File: src/rtl/button_debounce_bank.sv
// N-channel button front end: 2-FF synchronizer, per-channel debounce, registered level and press/release pulses.
// Define BTN_AUTOREPEAT_EN to add per-channel auto-repeat press pulses while a button is held.
module button_debounce_bank #(
  parameter int N_BTN      = 5,
  parameter int DB_CYCLES  = 65536,
  parameter int ACTIVE_LOW = 0,
  parameter int RPT_DELAY  = 5000000,
  parameter int RPT_PERIOD = 1000000
) (
  input  logic             clk,
  input  logic             reset,
  input  logic [N_BTN-1:0] btn_raw,
  output logic [N_BTN-1:0] btn_level,
  output logic [N_BTN-1:0] btn_press,
  output logic [N_BTN-1:0] btn_release,
  output logic             any_press
);

  localparam int CW = $clog2(DB_CYCLES);
  localparam logic [CW-1:0] CNT_MAX = CW'(DB_CYCLES - 1);
  localparam logic [N_BTN-1:0] POL = (ACTIVE_LOW != 0) ? {N_BTN{1'b1}} : {N_BTN{1'b0}};

  logic [N_BTN-1:0] s1_q, s1_d, s2_q, s2_d;
  logic [N_BTN-1:0] level_q, level_d;
  logic [N_BTN-1:0] press_q, press_d;
  logic [N_BTN-1:0] release_q, release_d;
  logic             any_q, any_d;
  logic [CW-1:0]    cnt_q [N_BTN];
  logic [CW-1:0]    cnt_d [N_BTN];
  logic [N_BTN-1:0] rise;

`ifdef BTN_AUTOREPEAT_EN
  localparam int RPT_MAX = (RPT_DELAY > RPT_PERIOD) ? RPT_DELAY : RPT_PERIOD;
  localparam int RW = $clog2(RPT_MAX + 1);
  localparam logic [RW-1:0] RPT_DELAY_M1  = RW'(RPT_DELAY - 1);
  localparam logic [RW-1:0] RPT_PERIOD_M1 = RW'(RPT_PERIOD - 1);

  logic [RW-1:0]    rpt_q [N_BTN];
  logic [RW-1:0]    rpt_d [N_BTN];
  logic [N_BTN-1:0] rpt_first_q, rpt_first_d;
  logic [N_BTN-1:0] rpt_fire;
`endif

  // Synchronizer, debounce counters and edge/repeat decode
  always_comb begin
    s1_d    = btn_raw ^ POL;
    s2_d    = s1_q;
    level_d = level_q;
    for (int i = 0; i < N_BTN; i++) begin
      cnt_d[i] = '0;
      if (s2_q[i] == level_q[i]) begin
        cnt_d[i] = '0;
      end else if (cnt_q[i] == CNT_MAX) begin
        level_d[i] = s2_q[i];
        cnt_d[i]   = '0;
      end else begin
        cnt_d[i] = cnt_q[i] + CW'(1);
      end
    end
    rise      = level_d & ~level_q;
    release_d = level_q & ~level_d;
`ifdef BTN_AUTOREPEAT_EN
    for (int i = 0; i < N_BTN; i++) begin
      rpt_d[i]       = rpt_q[i];
      rpt_first_d[i] = rpt_first_q[i];
      rpt_fire[i]    = 1'b0;
      // timer counts cycles since the last press pulse; a releasing channel never fires
      if (rise[i] || !level_d[i]) begin
        rpt_d[i]       = '0;
        rpt_first_d[i] = 1'b1;
      end else if (rpt_q[i] == (rpt_first_q[i] ? RPT_DELAY_M1 : RPT_PERIOD_M1)) begin
        rpt_fire[i]    = 1'b1;
        rpt_d[i]       = '0;
        rpt_first_d[i] = 1'b0;
      end else begin
        rpt_d[i] = rpt_q[i] + RW'(1);
      end
    end
    press_d = rise | rpt_fire;
`else
    press_d = rise;
`endif
    any_d = |press_d;
  end

  // Main state and output registers
  always_ff @(posedge clk) begin
    if (reset) begin
      s1_q      <= '0;
      s2_q      <= '0;
      level_q   <= '0;
      press_q   <= '0;
      release_q <= '0;
      any_q     <= 1'b0;
      for (int i = 0; i < N_BTN; i++) begin
        cnt_q[i] <= '0;
      end
    end else begin
      s1_q      <= s1_d;
      s2_q      <= s2_d;
      level_q   <= level_d;
      press_q   <= press_d;
      release_q <= release_d;
      any_q     <= any_d;
      for (int i = 0; i < N_BTN; i++) begin
        cnt_q[i] <= cnt_d[i];
      end
    end
  end

`ifdef BTN_AUTOREPEAT_EN
  // Auto-repeat timers
  always_ff @(posedge clk) begin
    if (reset) begin
      rpt_first_q <= {N_BTN{1'b1}};
      for (int i = 0; i < N_BTN; i++) begin
        rpt_q[i] <= '0;
      end
    end else begin
      rpt_first_q <= rpt_first_d;
      for (int i = 0; i < N_BTN; i++) begin
        rpt_q[i] <= rpt_d[i];
      end
    end
  end
`endif

  assign btn_level   = level_q;
  assign btn_press   = press_q;
  assign btn_release = release_q;
  assign any_press   = any_q;

endmodule

File: config.mk
export PLATFORM = sky130hd
export DESIGN_NAME = button_debounce_bank
export DESIGN_NICKNAME = d
export VERILOG_FILES = /design/src/rtl/button_debounce_bank.sv
export SDC_FILE = /design/constraint.sdc
export NUM_CORES = 1
export LEC_CHECK = 0
export CORE_ASPECT_RATIO = 0.9
export CORE_MARGIN = 5
export CORE_UTILIZATION = 45
export DETAILED_ROUTE_END_ITERATION = 7
export GPL_TIMING_DRIVEN = 1
export SLEW_MARGIN = 25
export SYNTH_ARGS = -nofsm -noshare
export SYNTH_HDL_FRONTEND = slang
export SYNTH_SLANG_ARGS = --single-unit
File: constraint.sdc
create_clock -name clk -period 1.9 [get_ports clk]
set_input_delay 0.285 -clock clk [delete_from_list [all_inputs] [get_ports clk]]
set_output_delay 0.285 -clock clk [all_outputs]
set_load 0.01 [all_outputs]
==> Yosys cells after proc, flatten, opt, wreduce, memory -nomap -nowiden <==
Memories as Yosys holds them, arrays and structs flattened.
Cells that the tools add are included.
{ "word_totals": {"register_bits": 26, "latch_bits": 0, "ram_bits": 80, "rom_bits": 0, "output_inout_bits": 16, "mem_count": 1} }
{ "classes": {"addsub": 5, "multipliers": 0, "div_mod_pow": 0, "magnitude_cmp": 0, "eq_ne": 10, "shift": 0, "mux": 28, "n_bitwise": 9, "reduce_logical": 1} }
{ "mem_list": {"columns": ["name", "words", "word_bits", "rd", "rd_ports_with_merged_regs", "write_ports", "line_no", "rtl"], "rows": [
  ["cnt_q", 5, 16, 5, 0, 5, "28", "logic [CW-1:0] cnt_q [N_BTN];"]
]} }
{ "op_table": {"columns": ["op", "n"], "rows": [
  ["16-bit 2-to-1 mux", 15],
  ["16-bit by 1-bit adder with 16-bit output (second input constant)", 5],
  ["16-bit equality test (second input constant)", 5],
  ["1-bit 2-to-1 mux", 13],
  ["5-bit bitwise AND", 2],
  ["5-bit NOT", 2],
  ["1-bit equality test", 5],
  ["1-bit OR", 5],
  ["5-bit OR reduction", 1]
]} }

==> Logic depth before layout (Yosys ltp) <==
Gate-level depths: netlist (run 1).
{ "logic_depth": {"depth_word": 5, "ltp_mapped": 8} }

==> Worst setup path before layout (run 1) <==
OpenSTA, ideal clock, no wires.
{ "synth_path": {"path_kind": "register to register", "start": "mem cnt_q[0][0] in the netlist's numbering", "end": "mem cnt_q[0][10] in the netlist's numbering", "setup_ns": 0.115, "arrival_time_ns": 1.568, "slack_ns": 0.217, "stages_incl_launch_ff": 9, "path_buffers": 2, "cell_sequence": "dfxtp_1 ha_1 nand3_2 or3_4 nor2_4 or3_1 buf_6 buf_12 nor2_1"} }
{ "synth_lines": {"columns": ["item", "line_no"], "rows": [
  ["from (decl)", "28"]
]} }

==> run metrics, run 1 <==
DR WL/cell 11.7 um; CP cell instances ha_1 > and4_1 > and4_4 > nand2_2 > nor4b_2 > o21bai_1; ANT cells 0; die footprint 11500 um2; Max-slew headroom 0.673; DP Wirelength 5.21 mm; antenna violations before repair 0; Initial Util 0.463; Yosys top cell area share 0.500; Final GP Congestion 0.738; via count between 2000 and 3000; post-CTS setup buffers 0; grt ovf 0; antenna viol nets, final 0; drc violations 0; Routed WL approximately 7.2 mm; hold slack between 400 and 500 ps; GRT Util Overall 0.136; vias in the first global route 2813; FF-to-FF setup slack around 150 ps; Area Growth Syn to Fin 15.3%; Static Leak 1.59 nW; num ports 23; ratio of cells with drive above 1 in the final layout 0.0909; Hold Path Class flop to flop; global-route wire length before repair 12.7 mm; maxcap violations 0; register area share after synthesis 0.500; Async S/R FF share, synth 0; cell taking the most area after synthesis dfxtp_1; RSZ-0062 raised after global routing false; pwr dens 788 nW/um2; routed vias/inst 4.84; CP max FO 5; Synth Instances roughly 460; Placement Rows 33; Synth area leaders dfxtp_1 50%, nor2_1 8.4%, xor2_1 8.0%; Max Slew Vio Count 0; Clock transition at path regs around 90 ps; Worst Setup Path Type flop to flop; top cells by count, synth 106 x dfxtp_1, 95 x nor2_1, 39 x xor2_1; Clock Tree Root clkbuf_8; die height 102 um; Slew @ Worst Pin 489 ps; number of flops mapped to enable cells by yosys 0; CP Capture Type flop; final setup fails 0; total CTS buffers 9; drt pass-1 iters 6; H-tree depth 3; Fin Clk Skew 5.77 ps; buffer and inverter count on the worst path 0; Max Fclk 572 MHz; CP top delay family simple AND/OR/NAND/NOR gates; clk_lat worst skew 360 ps; clock buffer depth 2; final instance area 4900 um2; setup_tns 0 ps; CP max stage delay roughly 390 ps; count of final hold-check violations 0; synth warn 0; Worst Path Required around 2200 ps; post-synthesis register bit count 106; Synthesized Nets 467; crit start category flop; CTS tree built; largest net degree at the start of global routing 18; Synth cell types 45; Slowest-stage cell, CP dfxtp_1; fin crit period 1750 ps; Post-Syn Area 4250 um2; Max IR drop VDD 0.000534 V; DR iter-0 viols 75; syn avg cell area about 9.3 um2; CTS sink cnt 106; most common cell in the netlist dfxtp_1; Die W 112 um; Tcrit/Tclk final 0.920; IO Port Bufs 22; CP Data Arrival Time ~2000 ps; # nets final 502; status finished, final reports clean; ys flop type dfxtp_1; Placement Cell Area 4650 um2; area of the core 9170 um2
[metrics by stage]
stage	total power [mW]	utilization	instances	setup slack (ps)
2_1_floorplan	2.33	-	455	217
3_3_place_gp	2.36	0.507	601	153
3_5_place_dp	2.36	0.507	601	130
4_1_cts	3.93	0.533	617	122
5_1_grt	4.03	0.534	617	7.48
6_report	3.86	0.534	617	152
[flip-flops by register name, indices dropped and copies added, names as in the netlist]
register and count:
btn_level 5, btn_press 5, cnt_q 80, any_press 1
s1_q 5, s2_q 5, btn_release 5
[worst register-to-register path, delay by kind of cell (launching register included)]
| kind | cells | cell delay, ps |
|---|---|---|
| AO/OA/AOI/OAI | 1 | 160 |
| AND/OR/NAND/NOR | 4 | 910 |
| flip-flops | 1 | 390 |
| adder cells (fa/ha/maj) | 1 | 220 |
[routing by layer]
layer | vias to the layer above | part of all wire | GRT usage
met1 | 1371 | 0.48 | 0.168
met2 | 30 | 0.47 | 0.229
li1 | 1578 | - | -
met4 | 0 | 0.013 | 0.0444
met5 | - | 0 | 0
met3 | 9 | 0.030 | 0.0409
[path summary, 6_finish.rpt]
path,startpoint,end,cells after the start
worst min register to register,s1_q[1]$_SDFF_PP0_,s2_q[1]$_SDFF_PP0_,1
worst max register to register,cnt_q[0][64]$_SDFF_PP0_,any_press$_SDFF_PP0_,6
worst max-delay path,cnt_q[0][64]$_SDFF_PP0_,any_press$_SDFF_PP0_,6
worst min-delay path,s1_q[1]$_SDFF_PP0_,s2_q[1]$_SDFF_PP0_,1
[report_power, final]
group / switching (mW) / internal, mW
Clock: 0.705 / 0.848
Sequential: 0.00791 / 2.23
Combinational: 0.0335 / 0.0334
[cells in the final DEF, fill, tap and decap left out, types with 2 or more instances in the layout]
cell | synthesis | layout
nand2b_1 | 9 | 9
nor3_1 | 11 | 11
bufinv_16 | 0 | 2
nor4_1 | 5 | 5
clkbuf_8 | 0 | 12
a21oi_1 | 6 | 6
buf_4 | 2 | 10
ha_1 | 5 | 5
nor2_1 | 95 | 95
nand2_1 | 25 | 25
xor2_1 | 39 | 39
nor2b_1 | 10 | 10
xnor2_1 | 31 | 31
nand3_1 | 30 | 30
and4_1 | 5 | 5
buf_12 | 1 | 2
clkdlybuf4s50_1 | 0 | 22
nand2_2 | 2 | 2
inv_1 | 9 | 9
nand4_1 | 16 | 16
o21ai_0 | 3 | 3
or3_1 | 4 | 4
and2_1 | 5 | 5
nor3_2 | 2 | 2
dfxtp_1 | 106 | 106
and3_1 | 5 | 5
nor2_2 | 2 | 2
mux2i_1 | 3 | 3
[what timing repair did]
item | CTS | global route
setup endpoints to repair | 0 | 1
gates resized for setup | 0 | 1
hold buffers | 0 | 0
[kinds of logic (layout without fill, tap and decap cells)]
group                      count (synthesis)  in the layout  share of synthesized area
xor gates and xnor gates                  70             70                      0.144
muxes                                      3              3                    0.00707
DFF                                      106            106                      0.500
buffers and inverters                     19             59                     0.0280
adders and majority gates                  5              5                     0.0147
AOI/OAI and AO/OA                         13             13                     0.0180
and+or+nand+nor                          239            239                      0.288
[final cells by class]
| cell class | instances | area (um2) |
|---|---|---|
| Clock inverter | 4 | 72.6 |
| Tap cell | 122 | 153 |
| Multi-Input combinational cell | 330 | 2010 |
| Fill cell | 877 | 4270 |
| Sequential cell | 106 | 2120 |
| Clock buffer | 12 | 165 |
| Timing Repair Buffer | 34 | 335 |
| Inverter | 9 | 33.8 |
No activity file was read; power rests on OpenSTA's default activity.
==> run 2, diff against run 1 <==
- HOLD_SLACK_MARGIN: unset -> 0.12
==> results of run 2 <==
Same layout as run 1: the final DEF is identical, and so are final timing and power.
==> run 3, diff against run 2 <==
- CORE_MARGIN: 5 -> unset
==> run 3 against run 2 <==
Register-to-register slack worse by 30 ps. Die area is 14% lower. Sequential power hardly changed. Clock-buffer cell count stayed put. Total power is 4.5% lower. First-iteration DRC count is 25% lower. Sequential share of layout area is 0.19 points higher. Wire length is 1.6% lower. Utilization hardly changed. Highest routed layer unchanged.
==> run metrics, run 3 (synthesized netlist as in run 1, its figures left out) <==
most common cell after layout, fill and taps aside dfxtp_1; DR WL/cell 11.5 um (-2.1%); setup_tns 0 ps (unchanged); # nets final 505 (+0.60%); Non-Filler Instances 620 (+0.49%); cell count after placement 604 (+0.50%); Comb power frac 0.019 (+0.002); routed vias/inst 4.87 (+0.65%); drc violations 0 (unchanged); GRT Util Overall 0.165 (+0.0294); IO Port Bufs 22 (unchanged); largest net degree at the start of global routing 17 (-1); area of the core 9130 um2 (-0.45%); Tcrit/Tclk final 0.937 (+0.0170); Max Fclk 562 MHz (-1.8%); grt ovf 0 (unchanged); Routed WL 7.13 mm (-1.6%); Clock transition at path regs 100 ps (about the same); via count 3022 (+1.1%); crit path from cnt_q[0][0]$_SDFF_PP0_; Area Growth Syn to Fin 14.8%; CP max FO 16 (+11); RSZ-0062 raised after global routing false; switching part of the total 0.209 (+0.0156); Top reg by flops cnt_q; CP Data Arrival Time 2050 ps (+20 ps); Initial Util 0.466 (+0.00210); Placement Rows 33 (unchanged); drt pass-1 iters 4 (-2); DP Wirelength 5.14 mm (-1.5%); switching pwr 0.770 mW (+3.2%); Max Slew Vio Count 0 (unchanged); antenna viol nets, final 0 (unchanged); worst r2r src cnt_q[0][0]$_SDFF_PP0_; clk_lat worst skew 370 ps (about the same); final instance area 4870 um2 (-0.43%); Clock Tree Root clkbuf_8; Final GP Congestion 0.725 (-1.9%); post-CTS setup buffers 0 (unchanged); Reg power frac 0.608 (+0.028); ANT cells 0 (unchanged); clock buffer depth 2 (unchanged); vias in the first global route 2952 (+4.9%); CP Capture Type flop; Max-slew headroom 0.674 (+0.00138); crit start category flop; Slew @ Worst Pin 485 ps (-3.99 ps); hold_buf cts 0 (unchanged); CTS sink cnt 106 (unchanged); die footprint 9830 um2 (-14%); antenna violations before repair 0 (unchanged); fin crit period 1780 ps (+32.3 ps); ratio of cells with drive above 1 in the final layout 0.0944 (+0.00347); maxcap violations 0 (unchanged); hold_sp s1_q[0]$_SDFF_PP0_; DR iter-0 viols 56 (-25%); clock share of power 0.373 (-0.029); count of final hold-check violations 0 (unchanged); total CTS buffers 9 (unchanged); Placement Cell Area 4660 um2 (+0.22%); post-cts resize count 0 (unchanged); final setup fails 0 (unchanged); pwr dens 756 nW/um2 (-4.1%); Hold Path Class flop to flop; Die W 104 um (-7.1%); H-tree depth 3 (unchanged); P_int 2.91 mW (-6.4%); status finished, final reports clean; Max IR drop VDD 0.000489 V (-8.4%); global-route wire length before repair 12.8 mm (+0.92%); die height 94.2 um (-7.8%); most frequent cells in the layout 106 x dfxtp_1, 95 x nor2_1, 39 x xor2_1; Fin Clk Skew 10.0 ps (+4.25 ps); Worst Path Required 2170 ps (about the same); Static Leak 1.57 nW (-0.74%); CTS tree built; Worst Setup Path Type flop to flop; Largest register FFs 80 (unchanged); num ports 23 (unchanged)
==> run 3: changes by cell type in the layout (fill, tap and decap cells not counted) <==
cell / previous run / this run
clkbuf_1: 0 / 2
nand3_1: 30 / 29
buf_12: 2 / 1
clkbuf_8: 12 / 10
buf_4: 10 / 14
clkinv_4: 0 / 1
nand3_2: 1 / 2
nand2_4: 0 / 1
bufinv_16: 2 / 1
nand2_2: 2 / 1
==> run 3: metrics by stage <==
step	hold WS, ps	total power [mW]	setup slack (ps)	utilization
2_1_floorplan	411	2.33	217	-
3_3_place_gp	421	2.36	204	0.511
3_5_place_dp	425	2.36	104	0.511
4_1_cts	438	3.75	75.6	0.532
5_1_grt	454	3.85	0.853	0.534
6_report	442	3.68	119	0.534
==> run 3: power by group through the flow <==
| stage | registers, mW | logic (mW) | clock network [mW] |
|---|---|---|---|
| 2_1_floorplan | 2.29 | 0.0419 | 0 |
| 3_3_place_gp | 2.29 | 0.0679 | 0 |
| 3_5_place_dp | 2.29 | 0.0692 | 0 |
| 4_1_cts | 2.24 | 0.0692 | 1.44 |
| 5_1_grt | 2.24 | 0.0765 | 1.53 |
| 6_report | 2.24 | 0.0687 | 1.38 |
==> run 3: per-layer routing <==
metal / share of wire / vias to the layer above / track usage
met3: 0.032 / 9 / 0.0506
met1: 0.49 / 1399 / 0.193
li1: - / 1588 / -
met2: 0.47 / 26 / 0.287
met4: 0.011 / 0 / 0.0571
met5: 0 / - / 0
==> run 3: path summary, 6_finish.rpt <==
check / to / slack (ps) / cells after the start
hold reg to reg: s2_q[0]$_SDFF_PP0_ / 440 / 1
hold / removal: s2_q[0]$_SDFF_PP0_ / 440 / 1
setup reg to reg: cnt_q[0][14]$_SDFF_PP0_ / 120 / 7
setup / recovery: cnt_q[0][14]$_SDFF_PP0_ / 120 / 7
==> run 3: critical path, stage by stage (launching register included) <==
cell and delay, ps:
dfxtp_1 400, ha_1 230, nand3_2 130, or3_4 430, nor2_4 130, or3_1 160
buf_12 150, nor2_1 50
==> run 3: layout make-up <==
| type | count | area, um2 |
|---|---|---|
| Multi-Input combinational cell | 330 | 2020 |
| Timing Repair Buffer | 37 | 345 |
| Sequential cell | 106 | 2120 |
| Clock buffer | 12 | 145 |
| Fill cell | 854 | 4250 |
| Inverter | 9 | 33.8 |
| Clock inverter | 4 | 51.3 |
| Tap cell | 122 | 153 |
